File: config.mk
export PLATFORM = sky130hd
export DESIGN_NAME = instr_seq_flat
export DESIGN_NICKNAME = d
export VERILOG_FILES = /design/src/rtl/instr_seq_pkg.sv /design/src/rtl/instr_seq_if.sv /design/src/rtl/instr_seq_decode.sv /design/src/rtl/instr_seq.sv /design/src/flat_wrapper.sv
export SDC_FILE = /design/constraint.sdc
export NUM_CORES = 1
export LEC_CHECK = 0
export BUFFER_PORTS_ARGS = -buffer_cell sky130_fd_sc_hd__buf_2
export CAP_MARGIN = 10
export CORE_MARGIN = 4
export CORE_UTILIZATION = 46
export CTS_CLUSTER_SIZE = 30
export DETAILED_ROUTE_END_ITERATION = 7
export HOLD_SLACK_MARGIN = 0.08
export PLACE_DENSITY = 0.76
export RECOVER_POWER = 100
export SLEW_MARGIN = 10
export SYNTH_ARGS = -nofsm -noshare
export SYNTH_HDL_FRONTEND = slang
export SYNTH_SLANG_ARGS = --single-unit
File: constraint.sdc
create_clock -name clk -period 1.9 [get_ports clk]
set_input_delay 0.19 -clock clk [delete_from_list [all_inputs] [get_ports clk]]
set_output_delay 0.19 -clock clk [all_outputs]
set_load 0.02 [all_outputs]
File: src/rtl/instr_seq_pkg.sv
// instr_seq_pkg: shared widths, sequencer states, opcode classes and opcode values
package instr_seq_pkg;
  localparam int PC_WIDTH = 8;
  localparam int VALUE_WIDTH = 8;
  localparam int OPCODE_WIDTH = 6;
  typedef enum logic [2:0] {S_IDLE, S_FETCH, S_LOAD, S_EXEC, S_RETW, S_STOP} state_t;
  typedef enum logic [2:0] {C_ALU, C_JMP, C_JZ, C_CALL, C_RET, C_HALT} op_class_t;
  localparam logic [OPCODE_WIDTH-1:0] OP_NOP  = 6'h00;
  localparam logic [OPCODE_WIDTH-1:0] OP_JMP  = 6'h30;
  localparam logic [OPCODE_WIDTH-1:0] OP_JZ   = 6'h31;
  localparam logic [OPCODE_WIDTH-1:0] OP_CALL = 6'h32;
  localparam logic [OPCODE_WIDTH-1:0] OP_RET  = 6'h33;
  localparam logic [OPCODE_WIDTH-1:0] OP_HALT = 6'h3F;
endpackage

File: src/rtl/instr_seq_if.sv
// instr_seq_if: program memory, decoded-field and datapath-stack bus of the sequencer
interface instr_seq_if #(
  parameter int PC_WIDTH = instr_seq_pkg::PC_WIDTH,
  parameter int VALUE_WIDTH = instr_seq_pkg::VALUE_WIDTH,
  parameter int OPCODE_WIDTH = instr_seq_pkg::OPCODE_WIDTH
);
  logic [PC_WIDTH-1:0] instr_addr;
  logic [OPCODE_WIDTH+3*VALUE_WIDTH+5:0] instr_rdata;
  logic [OPCODE_WIDTH-1:0] op_code;
  logic [VALUE_WIDTH-1:0] source1, source2, destination;
  logic [1:0] source1_choice, source2_choice, destination_choice;
  logic push, pop, zero_flag;
  logic [PC_WIDTH-1:0] ret_addr;
  modport master (
    output instr_addr, op_code, source1, source2, destination,
           source1_choice, source2_choice, destination_choice, push, pop,
    input  instr_rdata, zero_flag, ret_addr
  );
  modport slave (
    input  instr_addr, op_code, source1, source2, destination,
           source1_choice, source2_choice, destination_choice, push, pop,
    output instr_rdata, zero_flag, ret_addr
  );
endinterface

File: src/rtl/instr_seq_decode.sv
// instr_decode: slices an instruction word into fields and classifies its opcode
module instr_decode #(
  parameter int VALUE_WIDTH = instr_seq_pkg::VALUE_WIDTH,
  parameter int OPCODE_WIDTH = instr_seq_pkg::OPCODE_WIDTH
) (
  input  logic [OPCODE_WIDTH+3*VALUE_WIDTH+5:0] ir,
  output logic [OPCODE_WIDTH-1:0] op,
  output logic [1:0] s1_choice, s2_choice, d_choice,
  output logic [VALUE_WIDTH-1:0] s1, s2, d,
  output instr_seq_pkg::op_class_t cls
);
  import instr_seq_pkg::*;
  assign {op, s1_choice, s1, s2_choice, s2, d_choice, d} = ir;
  // anything that is not a control-flow opcode is an ALU op
  always_comb
    cls = op == OPCODE_WIDTH'(OP_JMP)  ? C_JMP  :
          op == OPCODE_WIDTH'(OP_JZ)   ? C_JZ   :
          op == OPCODE_WIDTH'(OP_CALL) ? C_CALL :
          op == OPCODE_WIDTH'(OP_RET)  ? C_RET  :
          op == OPCODE_WIDTH'(OP_HALT) ? C_HALT : C_ALU;
endmodule

File: src/rtl/instr_seq.sv
// instr_seq: fetch/load/execute sequencer with pc, call-depth tracking and halt/fault stop
module instr_seq #(
  parameter int PC_WIDTH = instr_seq_pkg::PC_WIDTH,
  parameter int VALUE_WIDTH = instr_seq_pkg::VALUE_WIDTH,
  parameter int OPCODE_WIDTH = instr_seq_pkg::OPCODE_WIDTH,
  parameter int STACK_DEPTH = 8
) (
  input  logic clk,
  input  logic rst,
  input  logic run,
  instr_seq_if.master bus,
  output logic halted,
  output logic fault,
  output logic busy
);
  import instr_seq_pkg::*;
  localparam int IW = OPCODE_WIDTH + 3 * VALUE_WIDTH + 6;
  localparam int DW = $clog2(STACK_DEPTH + 1);
  state_t state;
  op_class_t cls;
  logic [PC_WIDTH-1:0] pc, pc_inc, addr_q;
  logic [DW-1:0] depth;
  logic [IW-1:0] ir;
  logic [OPCODE_WIDTH-1:0] op;
  logic [1:0] s1c, s2c, dc;
  logic [VALUE_WIDTH-1:0] s1, s2, d;
  logic exec, full, empty, is_call;
  instr_decode #(.VALUE_WIDTH(VALUE_WIDTH), .OPCODE_WIDTH(OPCODE_WIDTH)) u_dec (
    .ir(ir), .op(op), .s1_choice(s1c), .s2_choice(s2c), .d_choice(dc),
    .s1(s1), .s2(s2), .d(d), .cls(cls)
  );
  assign exec = state == S_EXEC;
  assign is_call = exec && cls == C_CALL;
  assign pc_inc = pc + PC_WIDTH'(1);
  assign full = depth == DW'(STACK_DEPTH);
  assign empty = depth == '0;
  assign busy = state != S_IDLE && state != S_STOP;
  // decoded fields are visible only during EXEC; a CALL publishes its return address
  always_comb begin
    bus.op_code = exec ? op : OPCODE_WIDTH'(OP_NOP);
    bus.source1_choice = exec ? s1c : '0;
    bus.source1 = exec ? s1 : '0;
    bus.source2_choice = exec ? s2c : '0;
    bus.source2 = exec ? s2 : '0;
    bus.destination_choice = exec ? dc : '0;
    bus.destination = exec ? d : '0;
    bus.push = is_call && !full;
    bus.pop = exec && cls == C_RET && !empty;
    bus.instr_addr = state == S_STOP ? addr_q : is_call ? pc_inc : pc;
  end
  // remember the last driven address so STOP can keep showing it
  always_ff @(posedge clk or negedge rst)
    if (!rst) addr_q <= '0;
    else addr_q <= bus.instr_addr;
  // sequencer: run is only honoured in FETCH so a started instruction always completes
  always_ff @(posedge clk or negedge rst) begin
    if (!rst) begin
      state <= S_IDLE;
      pc <= '0;
      depth <= '0;
      ir <= '0;
      halted <= 1'b0;
      fault <= 1'b0;
    end else begin
      case (state)
        S_IDLE: state <= run ? S_FETCH : S_IDLE;
        S_FETCH: state <= run ? S_LOAD : S_IDLE;
        S_LOAD: begin
          ir <= bus.instr_rdata;
          state <= S_EXEC;
        end
        S_EXEC:
          case (cls)
            C_HALT: begin
              halted <= 1'b1;
              state <= S_STOP;
            end
            C_CALL:
              if (full) begin
                fault <= 1'b1;
                state <= S_STOP;
              end else begin
                depth <= depth + DW'(1);
                pc <= PC_WIDTH'(d);
                state <= S_FETCH;
              end
            C_RET:
              if (empty) begin
                fault <= 1'b1;
                state <= S_STOP;
              end else begin
                depth <= depth - DW'(1);
                state <= S_RETW;
              end
            default: begin
              pc <= (cls == C_JMP || (cls == C_JZ && bus.zero_flag)) ? PC_WIDTH'(d) : pc_inc;
              state <= S_FETCH;
            end
          endcase
        S_RETW: begin
          pc <= bus.ret_addr;
          state <= S_FETCH;
        end
        default: state <= state;
      endcase
    end
  end
endmodule

File: src/flat_wrapper.sv
// flat-port wrapper written by rule: the top's interface ports become plain ports
module instr_seq_flat import instr_seq_pkg::*;
#(
  parameter int PC_WIDTH = instr_seq_pkg::PC_WIDTH,
  parameter int VALUE_WIDTH = instr_seq_pkg::VALUE_WIDTH,
  parameter int OPCODE_WIDTH = instr_seq_pkg::OPCODE_WIDTH,
  parameter int STACK_DEPTH = 8
)
  (clk, rst, run, halted, fault, busy, bus_instr_addr, bus_op_code, bus_source1, bus_source2, bus_destination, bus_source1_choice, bus_source2_choice, bus_destination_choice, bus_push, bus_pop, bus_instr_rdata, bus_zero_flag, bus_ret_addr);
  instr_seq_if #(.PC_WIDTH(PC_WIDTH), .VALUE_WIDTH(VALUE_WIDTH), .OPCODE_WIDTH(OPCODE_WIDTH)) bus_i ();
  input  logic clk;
  input  logic rst;
  input  logic run;
  output logic halted;
  output logic fault;
  output logic busy;
  output wire logic [$bits(bus_i.instr_addr)-1:0] bus_instr_addr;
  output wire logic [$bits(bus_i.op_code)-1:0] bus_op_code;
  output wire logic [$bits(bus_i.source1)-1:0] bus_source1;
  output wire logic [$bits(bus_i.source2)-1:0] bus_source2;
  output wire logic [$bits(bus_i.destination)-1:0] bus_destination;
  output wire logic [$bits(bus_i.source1_choice)-1:0] bus_source1_choice;
  output wire logic [$bits(bus_i.source2_choice)-1:0] bus_source2_choice;
  output wire logic [$bits(bus_i.destination_choice)-1:0] bus_destination_choice;
  output wire logic [$bits(bus_i.push)-1:0] bus_push;
  output wire logic [$bits(bus_i.pop)-1:0] bus_pop;
  input wire logic [$bits(bus_i.instr_rdata)-1:0] bus_instr_rdata;
  input wire logic [$bits(bus_i.zero_flag)-1:0] bus_zero_flag;
  input wire logic [$bits(bus_i.ret_addr)-1:0] bus_ret_addr;
  assign bus_instr_addr = bus_i.instr_addr;
  assign bus_op_code = bus_i.op_code;
  assign bus_source1 = bus_i.source1;
  assign bus_source2 = bus_i.source2;
  assign bus_destination = bus_i.destination;
  assign bus_source1_choice = bus_i.source1_choice;
  assign bus_source2_choice = bus_i.source2_choice;
  assign bus_destination_choice = bus_i.destination_choice;
  assign bus_push = bus_i.push;
  assign bus_pop = bus_i.pop;
  assign bus_i.instr_rdata = bus_instr_rdata;
  assign bus_i.zero_flag = bus_zero_flag;
  assign bus_i.ret_addr = bus_ret_addr;
  instr_seq #(.PC_WIDTH(PC_WIDTH), .VALUE_WIDTH(VALUE_WIDTH), .OPCODE_WIDTH(OPCODE_WIDTH), .STACK_DEPTH(STACK_DEPTH)) u_core (.clk(clk), .rst(rst), .run(run), .bus(bus_i), .halted(halted), .fault(fault), .busy(busy));
endmodule
# After elaboration in Yosys (flattened, before gate mapping)
# Index checks and enable logic that the tools add are counted.
# word_totals
inputBits,48
word_cells,83
output_inout_bits,49
register_bits,61
# op_classes
n_reduce_logical,20
n_eq_ne,23
n_addsub,3
mux,30
# op_table
cell,n
$mux 8,7
$pmux 8 s2,2
$eq 6x6->1 const B,5
$mux 3,6
$pmux 3 s5,1
$eq 3x2->1 const B,4
$eq 3x3->1 const B,4
$pmux 3 s3,1
$add 8x1->8 const B,1
$mux 2,4
$mux 4,2
$pmux 4 s2,1
$reduce_and 4->1,2
$eq 3x1->1 const B,2
$logic_and 1x1->1,6
$mux 6,1
$ne 2x2->1 const B,3
$ne 3x3->1 const B,2
$reduce_bool 5->1,1
$add 4x1->4 const B,1
$eq 4x4->1 const B,1
$logic_not 4->1,1
$mux 1,4
$ne 2x1->1 const B,2
10 further kinds,12

# Depth between registers and ports, before layout
# Gate-level depths: netlist of run 1.
# logic_depth
depth_word,12
ltp_mapped,9
ltp_nobuf,8

# Modules after synthesis
# From an unflattened synthesis of run 1, not the netlist that was laid out.
# hier_totals
cells_unflattened,346
area_unflattened_um2,3507.1
# by_module_without_submodules
module,seq_area_each_um2,n_inst,cells_per_inst,area_each_um2
instr_seq,1526.5,1,301,3179.3
instr_decode,0.0,1,45,327.8

# Worst setup path after synthesis of run 1
# OpenSTA, ideal clock, no wires.
# synth_timing
kind,register -> register
from,reg u_core.ir[31]
to,reg u_core.depth[3]
setup_time_ps,124
synth_period_minus_slack_ps,1967
required_ps,1776
path_slack_ps,-67
arrival_time_ps,1844
path_stages_with_launch,10
n_path_buf,1
cell_sequence,dfrtp_1 > and3_1 > and3_1 > clkbuf_1 > ha_1 > a21o_1 > a21oi_1 > xnor2_1 > nand2_1 > xnor2_1
# synth_via
elab_chain_cells,9
elab_cells_between_ends,17
classes_between,9 x eq/ne; 6 x mux; 2 x reduce/logical
# synth_rtl
item,line_no,source
"start, declared",instr_seq.sv:23,logic [IW-1:0] ir;
"start signal, assigned",instr_seq.sv:69,ir <= bus.instr_rdata;
$eq 6x6->1,instr_seq_decode.sv:20,op == OPCODE_WIDTH'(OP_HALT) ? C_HALT : C_ALU;
$mux 3,instr_seq_decode.sv:20,
$mux 3,instr_seq_decode.sv:19,op == OPCODE_WIDTH'(OP_RET) ? C_RET :
$mux 3,instr_seq_decode.sv:18,op == OPCODE_WIDTH'(OP_CALL) ? C_CALL :
$mux 3,instr_seq_decode.sv:17,op == OPCODE_WIDTH'(OP_JZ) ? C_JZ :
$mux 3 (*),instr_seq_decode.sv:16,cls = op == OPCODE_WIDTH'(OP_JMP) ? C_JMP :
$eq 3x2->1 or $eq 3x3->1 (tied branches),instr_seq.sv:73,case (cls)
$ne 2x2->1 (no source line) or $reduce_bool 2->1 (tied branches),--,
$reduce_and 4->1 (no source line),--,
"end signal, assigned",instr_seq.sv:83,depth <= depth + DW'(1);
"end signal, assigned",instr_seq.sv:92,depth <= depth - DW'(1);
"end, declared",instr_seq.sv:22,logic [DW-1:0] depth;
# Every way passes the cells marked *; elsewhere a longest branch is shown, timed or not.
# A chain may end at the register's enable or synchronous reset.

# Final worst setup path of run 1
# layout_timing
from,reg u_core.ir[31]
to,out bus_instr_addr[4]
# layout_via
elab_chain_cells,10
elab_cells_between_ends,14
classes_between,6 x eq/ne; 7 x mux; 1 x reduce/logical
# layout_rtl
item,line_no,source
$eq 6x6->1,instr_seq_decode.sv:20,
$mux 3,instr_seq_decode.sv:20,
$mux 3,instr_seq_decode.sv:19,
$mux 3,instr_seq_decode.sv:18,
$mux 3,instr_seq_decode.sv:17,
$mux 3 (*),instr_seq_decode.sv:16,
$eq 3x2->1 (*),instr_seq.sv:33,assign is_call = exec && cls == C_CALL;
$logic_and 1x1->1 (*),instr_seq.sv:33,
$mux 8 (*) (2 in a row),instr_seq.sv:49,bus.instr_addr = state == S_STOP ? addr_q : is_call ? pc_inc : pc;
"end, declared",flat_wrapper.sv:17,output wire logic [$bits(bus_i.instr_addr)-1:0] bus_instr_addr;
# Marked as above.

==> results of run 1 <==
[critical path, stage by stage (launching register included)]
cell      delay (ns)
dfrtp_1         0.43
nand4b_4        0.14
or3_4           0.42
or2_1           0.23
xor2_1          0.15
o21ai_2         0.16
buf_6           0.14
[report_power, final]
| part | switching, µW | total, µW | internal (µW) |
|---|---|---|---|
| combinational | 2010 | 4230 | 2220 |
| sequential | 526 | 2440 | 1910 |
| clock | 520 | 1160 | 638 |
| total | 3060 | 7830 | 4770 |
[cell type report]
| type | count | share of cell area, % |
|---|---|---|
| Inverter | 6 | 0.5074 |
| Tap cell | 80 | 2.029 |
| Clock inverter | 4 | 0.9640 |
| Multi-Input combinational cell | 210 | 35.21 |
| Timing Repair Buffer | 167 | 27.37 |
| Sequential cell | 61 | 30.97 |
| Clock buffer | 12 | 2.943 |
[per-layer routing]
layer | share of wire, % | track usage (%)
met1 | 37 | 25.84
met5 | 0 | 0
met2 | 52 | 36.54
met4 | 2.1 | 6.281
met3 | 8.2 | 6.959
[per-stage QoR]
step | power, µW | area [µm²] | util, %
3_5_place_dp | 5530 | 3890 | 57.57
4_1_cts | 6954 | 4467 | 66.11
3_3_place_gp | 5399 | 3890 | 57.57
5_1_grt | 8262 | 4932 | 73.00
6_report | 7832 | 4932 | 73.00
2_1_floorplan | 4446 | 3184 | -
[layout by cell type (no fill, tap or decap), types with 5 or more instances in the layout]
master,count
buf_6,42
dfrtp_1,60
buf_4,41
and3_4,24
nor2_1,19
buf_2,48
a21oi_1,9
nand2_1,20
o21ai_1,5
dlygate4sd3_1,28
xor2_1,5
xnor2_1,14
mux2_2,36
clkbuf_8,10
inv_1,5
and3_1,16
clkbuf_1,7
nand3_1,10
a211o_1,6
[cell families (layout without fill, tap and decap cells)]
family | after synthesis | count (layout) | synth area share, %
compound gates | 35 | 35 | 7.014
fa+ha+maj | 4 | 4 | 1.813
mux | 40 | 40 | 14.07
simple gates | 112 | 112 | 20.45
buf+inv | 25 | 189 | 3.349
xor+xnor | 19 | 19 | 5.240
flops | 61 | 61 | 48.07
[worst max path at each step]
stage                     cells after the start     startpoint  slack, ns           endpoint
after global routing                          7  u_core.ir[31]      -0.42  bus_instr_addr[2]
after CTS                                     6  u_core.ir[33]      -0.36  bus_instr_addr[4]
after detailed placement                      8  u_core.ir[31]      -0.03    u_core.depth[3]
after floorplan                               9  u_core.ir[31]      -0.04    u_core.depth[3]
after global placement                        8  u_core.ir[31]       0.03    u_core.depth[3]
final                                         6  u_core.ir[31]      -0.31  bus_instr_addr[4]
[sequential cells by signal (all words and copies together), names as in the netlist]
register       cells
u_core.addr_q      8
u_core.depth       4
u_core.fault       1
u_core.halted      1
u_core.ir         36
u_core.pc          8
u_core.state       3
[timing repair]
item	in CTS	in global routing
setup endpoints to repair	42	37
setup buffers	8	9
endpoints found under the hold margin	52	1
hold buffers	27	1
pin swaps	9	18
gates resized for setup	22	112
cloned	0	2
==> results.yml, run 1 <==
pwr:
  power_leakage_uw: 0.002309
  power.density_nw_per_um2: 1588
  peakVddDrop_mv: 0.9558
detailed_routing:
  wl_um: 9978
  via_count: 2939
  drtIter0Drc: 138
  final_antenna_net_count: 0
  drt-pass1-iter-count: 5
  via_per_inst: 5.443
  wire_per_inst_um: 18.48
  drc: 0
timing:
  period_share_pct: 116.1
  rsz0062_at_grt: "yes"
  hold_slack_ns: 0.09286
  finalSetupViolCount: 52
  max_freq_mhz: 453.4
  setup_tns_ns: -8.395
  layout_min_cycle_time_ns: 2.205
  slew_headroom_pct: 51.00
  tightest_slew_ns: 0.7350
  fin_skew_ns: 0.005426
  worst_slack_ns: -0.3055
  hold_viol: 0
  final-max-slew-violation-count: 0
yosys:
  yosys.area.top_type_share_pct: 48.07
  syn_nets: 348
  synth_area_per_cell_um2: 10.73
  synthFlopType: "dfrtp_1"
  yosys.area.top_type: "dfrtp_1"
  ys_top_cells_by_area: "dfrtp_1 (48%), mux2_2 (13%), and3_1 (7.9%)"
  synth_seq_area_share_pct: 48.07
  synth-seq-cells: 61
  synth_cells: 296
  yosys_warnings: 0
  synth_cell_type_count: 39
  yosys.cell_count.top_type: "dfrtp_1"
  yosys-top-cells-count: "dfrtp_1 (61), and3_1 (40), mux2_2 (37), nor2_1 (22), nand2_1 (21)"
  synth-edff-count: 0
  synthArstFlopShare_pct: 100.0
  syn_area_um2: 3176
die:
  rows: 30
  die_area_um2: 8296
  die_w_um: 91.09
  die_height_um: 91.09
  io_pins: 97
  start_util_pct: 47.00
  coreArea_um2: 6756
global_route:
  grt.overflow.total: 0
  grt_max_degree: 30
  grt_pass1_vias: 2904
  grt_pass1_wl_um: 14270
  grt_use_total_pct: 21.43
  antenna_found_initial: 0
setup_path:
  worstSetupPathType: "reg -> out"
  r2r-end: "u_core.pc[0]"
  end_kind: "output pin"
  cp_max_fo: 4
  crit_arrival_ns: 2.02
  rr_startpoint: "u_core.state[0]"
  start_kind: "register"
  worst_r2r_path_depth: 8
  required_ns: 1.71
  reg2reg_setup_slack_ns: -0.08
layout:
  final_nets: 507
  fin_cells: 540
  n_antenna_cell: 0
  multi_input_area_um2: 1737
  seq_area_um2: 1528
  fill_cells: 437
  syn2layout_area_growth_pct: 55.32
  drive_gt1_share_pct: 50.43
place:
  dp_cells: 477
  port_buffers: 96
  dpl_worst_slack_ns: -0.03210
  dp_hpwl_um: 5929
  gp_congestion: 0.8135
clocking:
  path_clk_slew_ns: 0.07
  cts_buffer_depth: 2
  clk_latency_ns: 0.34
  tritoncts: "yes"
  cts_made_buffers: 9
  root_buffer: "clkbuf_8"
  cts-htree-levels: 3
  cts_sinks: 61
run_status:
  status: "finished, violations left"
  failed_checks: "negative setup slack"
hold_path:
  hold_path.class: "in -> reg"
  hold-path-cell-count: 2
  worstHoldStart: "bus_instr_rdata[35]"
  hold-path-endpoint: "u_core.ir[35]"
run:
  max-cap-violations: 0
Note: power is estimated with default switching activity, not from simulation.
==> inputs of run 2 (changes only) <==
Settings changed: CORE_UTILIZATION 46 to 48, PLACE_DENSITY 0.76 to 0.77, SYNTH_HIERARCHICAL from default to 1.
==> run 2 against run 1 <==
Compared with the run above: the flow still finishes with violations (negative setup slack); worst hold slack worse by 0.0061 ns; first-iteration DRC count rose by 38%; cell count increased by 11%; worst setup slack worse by 0.27 ns; sequential power is 2% lower; total power decreased by 1.2%; non-clock buffer count grew 30; highest routed layer unchanged.
==> results.yml, run 2 <==
layout:
  top_regs: "u_core/ir: 36 flops, u_core/addr_q: 8 flops, u_core/pc: 8 flops"
  final_nets: 549
  seq_area_um2: 1528
  drive_gt1_share_pct: 54.69
  largest_register_ffs: 36
  multi_input_area_um2: 1911
  top_register: "u_core/ir"
  fill_cells: 424
  syn2layout_area_growth_pct: 56.01
  n_antenna_cell: 0
  final_common_cell: "buf_4"
  final_cell_mix: "buf_4 (63), dfrtp_1 (60), buf_2 (46), buf_6 (38), mux2_2 (36)"
pwr:
  power.density_nw_per_um2: 1414
  peakVddDrop_mv: 0.9615
  total_power_uw: 7734
  power_leakage_uw: 0.002522
timing:
  final-max-slew-violation-count: 0
  rsz0062_at_grt: "yes"
  layout_min_cycle_time_ns: 2.473
  hold_viol: 0
  setup_tns_ns: -13.77
  period_share_pct: 130.1
  max_freq_mhz: 404.4
  slew_headroom_pct: 18.66
  fin_skew_ns: 0.007514
  worst_slack_ns: -0.5726
  tightest_slew_ns: 1.220
  finalSetupViolCount: 63
detailed_routing:
  via_count: 3202
  wl_um: 11050
  wire_per_inst_um: 18.50
  drt-pass1-iter-count: 4
  final_antenna_net_count: 0
  drtIter0Drc: 191
  via_per_inst: 5.363
  drc: 0
clocking:
  cts_made_buffers: 9
  root_buffer: "clkbuf_8"
  clk_latency_ns: 0.34
  tritoncts: "yes"
  path_clk_slew_ns: 0.06
  cts_buffer_depth: 2
  cts_sinks: 61
  cts-htree-levels: 3
yosys:
  synth_cells: 346
  synth_xor_area_share_pct: 3.746
  yosys.area.top_type: "dfrtp_1"
  yosys_warnings: 6
  yosys.cell_count.top_type: "dfrtp_1"
  synthFlopType: "dfrtp_1"
  synth_seq_area_share_pct: 43.52
  yosys.area.top_type_share_pct: 43.52
  syn_area_um2: 3507
  synthAdderAreaFrac_pct: 1.641
  synth_area_per_cell_um2: 10.14
  synthArstFlopShare_pct: 100.0
  synthSimpleGateAreaFrac_pct: 18.02
  ys_top_cells_by_area: "dfrtp_1 (44%), mux2_2 (12%), buf_4 (7.7%)"
  synth-seq-cells: 61
  synth_mux_area_share_pct: 12.84
  yosys-top-cells-count: "dfrtp_1 (61), and2_1 (36), buf_4 (36), mux2_2 (36), a21oi_1 (18)"
  synth_top_family_by_area: "simple AND/OR/NAND/NOR gates"
  synth_cell_type_count: 50
  synth-edff-count: 0
  syn_nets: 398
  synth_compound_area_share_pct: 9.561
run_status:
  failed_checks: "negative setup slack"
  status: "finished, violations left"
die:
  die_area_um2: 8738
  die_height_um: 93.48
  rows: 30
  coreArea_um2: 6944
  die_w_um: 93.48
  start_util_pct: 50.50
  io_pins: 97
setup_path:
  required_ns: 2.17
  crit_top_cell: "buf_4"
  worstSetupPathType: "reg -> reg"
  end_kind: "register"
  crit_chain: "xnor2_1 > nor4_2 > buf_4 > buf_4 > and3b_2 > buf_4 > buf_6 > a311o_2 > buf_12 > a211o_1 > a21oi_2"
  crit_arrival_ns: 2.74
  max_stage_delay_ns: 0.43
  critPathSlowestCell: "dfrtp_1"
  start_kind: "register"
  cp_max_fo: 5
hold_path:
  hold_path.class: "in -> reg"
global_route:
  grt_use_total_pct: 23.61
  grt_pass1_vias: 3310
  grt_max_degree: 37
  antenna_found_initial: 0
  grt.overflow.total: 0
  grt_pass1_wl_um: 16060
place:
  gp_congestion: 0.8613
  port_buffers: 96
  dp_hpwl_um: 5985
run:
  max-cap-violations: 0
[run 2: final timing paths]
check                      cells after the start  slack, ns          startpoint      endpoint
setup / recovery                              11      -0.57       u_core/ir[31]  u_core/pc[6]
hold / removal                                 2       0.09  bus_instr_rdata[7]  u_core/ir[7]
setup reg to reg                              11      -0.57       u_core/ir[31]  u_core/pc[6]
hold reg to reg                                1       0.47        u_core/fault  u_core/fault
max in group asynchronous                      3       0.19                 rst  u_core/ir[0]
min in group asynchronous                      2       0.62                 rst  u_core/pc[4]
[run 2: what timing repair did]
item                       4_1_cts  5_1_grt
gates cloned                     2        3
hold buffers                    33        2
pin swaps                       22       29
setup endpoints to repair       44       67
resized for setup               58       84
setup buffers                   13       11
hold endpoints to repair        53        2
[run 2: cell families after synthesis]
logic type | count (synthesis)
xor gates and xnor gates | 15
muxes | 40
adders and majority gates | 4
buffers and inverters | 61
DFF | 61
and+or+nand+nor | 114
AOI/OAI and AO/OA | 51
[run 2: critical path: cells and delay by family, from the launching register on]
family	cells	cell delay (ns)
AOI/OAI and AO/OA	3	0.74
buffers and inverters	5	0.69
DFF	1	0.43
and+or+nand+nor	2	0.30
xor gates and xnor gates	1	0.24
[run 2: power breakdown]
part | internal [µW] | switching (µW) | total [µW]
Sequential | 1890 | 496 | 2380
Clock | 806 | 505 | 1310
Combinational | 2190 | 1850 | 4040
[run 2: routing by layer]
layer | GRT usage (%) | vias up | part of all wire [%]
li1 | - | 1471 | -
met1 | 27.94 | 1560 | 38
met2 | 39.73 | 145 | 52
met3 | 8.930 | 26 | 7.6
met4 | 7.082 | 0 | 2.3
met5 | 0 | - | 0
[run 2: layout make-up]
class	instances	share of cell area, %
well taps	96	2.195
multi-input cells	224	34.92
inverters	4	0.3201
repair buffers	197	30.55
flip-flops and latches	61	27.92
clock buffers	12	2.836
clock inverters	3	1.258
[run 2: through the flow]
step                area (µm²)  setup slack [ns]  util, %  hold slack, ns  cells
global placement          4200           -0.3917    60.49          0.2117    521
finish                    5472           -0.5726    78.79         0.08679    597
floorplan                 3617           -0.5530        -         -0.1056    346
detailed placement        4200           -0.4683    60.49          0.2097    521
CTS                       5102           -0.5388    73.48         0.08019    584
global route              5472           -0.6618    78.79         0.07833    597
==> inputs of run 3 (changes only) <==
Settings changed: ABC_AREA from default to 1, CTS_BUF_LIST from default to sky130_fd_sc_hd__clkbuf_8 sky130_fd_sc_hd__clkbuf_16.
==> run 3 against run 2 <==
Compared with the run above: the run still ends with negative setup slack left; total power decreased by 9.9%; largest cell class unchanged; worst hold slack improved by 0.0090 ns; synthesized cell count increased by 32%; utilization decreased by 12 points; sequential cell count unchanged; clock power decreased by 8%.
==> results.yml, run 3 <==
run_status:
  status: "finished, violations left"
  failed_checks: "negative setup slack"
die:
  coreArea_um2: 7370
  rows: 31
  io_pins: 97
  die_w_um: 95.60
  die_area_um2: 9139
  start_util_pct: 49.98
  die_height_um: 95.60
timing:
  setup_tns_ns: -2.244
  finalSetupViolCount: 12
  final-max-slew-violation-count: 0
  layout_min_cycle_time_ns: 2.164
  fin_skew_ns: 0.01197
  rsz0062_at_grt: "yes"
  worst_slack_ns: -0.2641
  hold_viol: 0
  max_freq_mhz: 462.1
  period_share_pct: 113.9
  slew_headroom_pct: 43.76
  tightest_slew_ns: 0.8436
clocking:
  cts_buffer_depth: 2
  cts_sinks: 61
  cts_made_buffers: 9
  path_clk_slew_ns: 0.07
  clk_latency_ns: 0.34
  cts-htree-levels: 3
  tritoncts: "yes"
  root_buffer: "clkbuf_8"
setup_path:
  crit_arrival_ns: 1.97
  required_ns: 1.71
  critPathSlowestCell: "dfrtp_1"
  worstSetupPathType: "reg -> out"
  end_kind: "output pin"
  start_kind: "register"
  cp_max_fo: 5
  crit_chain: "nor2_2 > nor2_1 > nor2_1 > buf_4 > nor2_4 > nand2_4 > buf_12 > nand2_1 > a31oi_2 > buf_4"
  worst_r2r_path_depth: 17
  max_stage_delay_ns: 0.40
pwr:
  power.density_nw_per_um2: 1405
  total_power_uw: 6966
  peakVddDrop_mv: 0.8021
  power_leakage_uw: 0.002720
layout:
  syn2layout_area_growth_pct: 34.58
  final_nets: 633
  top_regs: "u_core/ir: 36 flops, u_core/addr_q: 8 flops, u_core/pc: 8 flops"
  fin_cells: 685
  final_cell_mix: "nand2_1 (92), buf_2 (85), inv_1 (66), nor2_1 (61), dfrtp_1 (58)"
  final_common_cell: "nand2_1"
  final_util_pct: 67.27
  drive_gt1_share_pct: 36.86
  n_antenna_cell: 0
  top_register: "u_core/ir"
  largest_register_ffs: 36
yosys:
  yosys.area.top_type_share_pct: 41.44
  synth_cells: 457
  synth_seq_area_share_pct: 41.44
  yosys.cell_count.top_type: "nand2_1"
  synth_cell_type_count: 36
  yosys_warnings: 6
  yosys-top-cells-count: "nand2_1 (99), inv_1 (70), nor2_1 (64), dfrtp_1 (61), buf_4 (38)"
  synth-edff-count: 0
  syn_area_um2: 3684
  ys_top_cells_by_area: "dfrtp_1 (41%), nand2_1 (10%), buf_4 (7.7%)"
  synthArstFlopShare_pct: 100.0
  synth-seq-cells: 61
  yosys.area.top_type: "dfrtp_1"
  syn_nets: 509
  synth_area_per_cell_um2: 8.060
  synthFlopType: "dfrtp_1"
detailed_routing:
  final_antenna_net_count: 0
  via_per_inst: 4.718
  drc: 0
  drt-pass1-iter-count: 4
  drtIter0Drc: 107
  via_count: 3232
  wl_um: 8952
  wire_per_inst_um: 13.07
run:
  max-cap-violations: 0
place:
  port_buffers: 96
  gp_congestion: 0.9071
  dpl_worst_slack_ns: -0.03358
  dp_cells: 622
  dp_hpwl_um: 5836
global_route:
  grt_pass1_wl_um: 14520
  grt_max_degree: 62
  grtUsageMet3_pct: 7.182
  grt.overflow.total: 0
  grt_pass1_vias: 3273
  antenna_found_initial: 0
  use_met1_pct: 23.28
  grt_use_total_pct: 20.34
  use_met2_pct: 35.26
  busiest_layer: "met2"
hold_path:
  hold_path.class: "in -> reg"
  hold-path-cell-count: 2
run 3: cell types whose count changed in the layout (fill, tap and decap cells not counted), sizes merged, moves of 5 or more:
cell / before / now
nand2: 14 / 104
inv: 4 / 75
nor2: 16 / 68
and2: 36 / 0
buf: 152 / 124
nand3: 13 / 25
xnor2: 13 / 2
clkbuf: 22 / 14
nor3: 8 / 1
or3: 7 / 0
a21oi: 19 / 14
nand3b: 5 / 0
nor4: 5 / 0
run 3: kinds of logic after synthesis:
| family | share of synthesized area (%) |
|---|---|
| buffers and inverters | 17.32 |
| adder cells (fa/ha/maj) | 1.563 |
| XOR/XNOR | 0.9173 |
| AO/OA/AOI/OAI | 4.552 |
| multiplexers | 11.01 |
| flip-flops | 41.44 |
| AND/OR/NAND/NOR | 23.20 |
run 3: through the flow:
step / hold WS, ns / instance area (µm²)
final: 0.09577 / 4957
after global routing: 0.08561 / 4957
after CTS: 0.08227 / 4796
after detailed placement: 0.2265 / 4100
after global placement: 0.2288 / 4100
after floorplan: -0.1056 / 3686
run 3: final timing paths:
check	from	slack [ns]	end
hold reg to reg	u_core/fault	0.46	u_core/fault
hold / removal	bus_instr_rdata[6]	0.1	u_core/ir[6]
setup reg to reg	u_core/ir[33]	-0.10	u_core/depth[3]
max in group asynchronous	rst	0.70	u_core/state[2]
setup / recovery	u_core/ir[33]	-0.26	bus_instr_addr[0]
min in group asynchronous	rst	0.59	u_core/depth[1]
run 3: cell type report:
class                   count  area [µm²]
well taps                  99       123.9
inverters                  74       285.3
multi-input cells         273        1648
fillers                   600        2412
repair buffers            162        1161
clock inverters             6       71.32
flip-flops and latches     61        1530
clock buffers              10       137.6
run 3: routing by layer:
metal	vias up	wire length [µm]	part of all wire [%]
met5	-	0	0
met3	21	591	6.6
met4	0	186	2.1
met1	1506	3603	40
li1	1613	-	-
met2	92	4570	51
run 3: timing repair:
item                       4_1_cts  5_1_grt
pin swaps                       12       10
hold buffers                    34        0
cloned                           0        1
resized for setup               36       22
setup buffers                    4        8
hold endpoints to repair        94        0
setup endpoints to repair       43       57
run 3: worst max-delay path: cells and delay by family, from the launching register on:
| kind | cells | cell delay (ns) |
|---|---|---|
| AO/OA/AOI/OAI | 1 | 0.19 |
| flip-flops | 1 | 0.40 |
| AND/OR/NAND/NOR | 6 | 0.59 |
| buffers and inverters | 3 | 0.46 |
run 3: report_power, final:
part / leakage (µW) / switching (µW) / internal (µW) / total, µW
Clock: 0.0000991 / 547 / 650 / 1200
Sequential: 0.000743 / 429 / 1890 / 2320
Combinational: 0.00188 / 1910 / 1540 / 3450
Total: 0.00272 / 2890 / 4080 / 6970
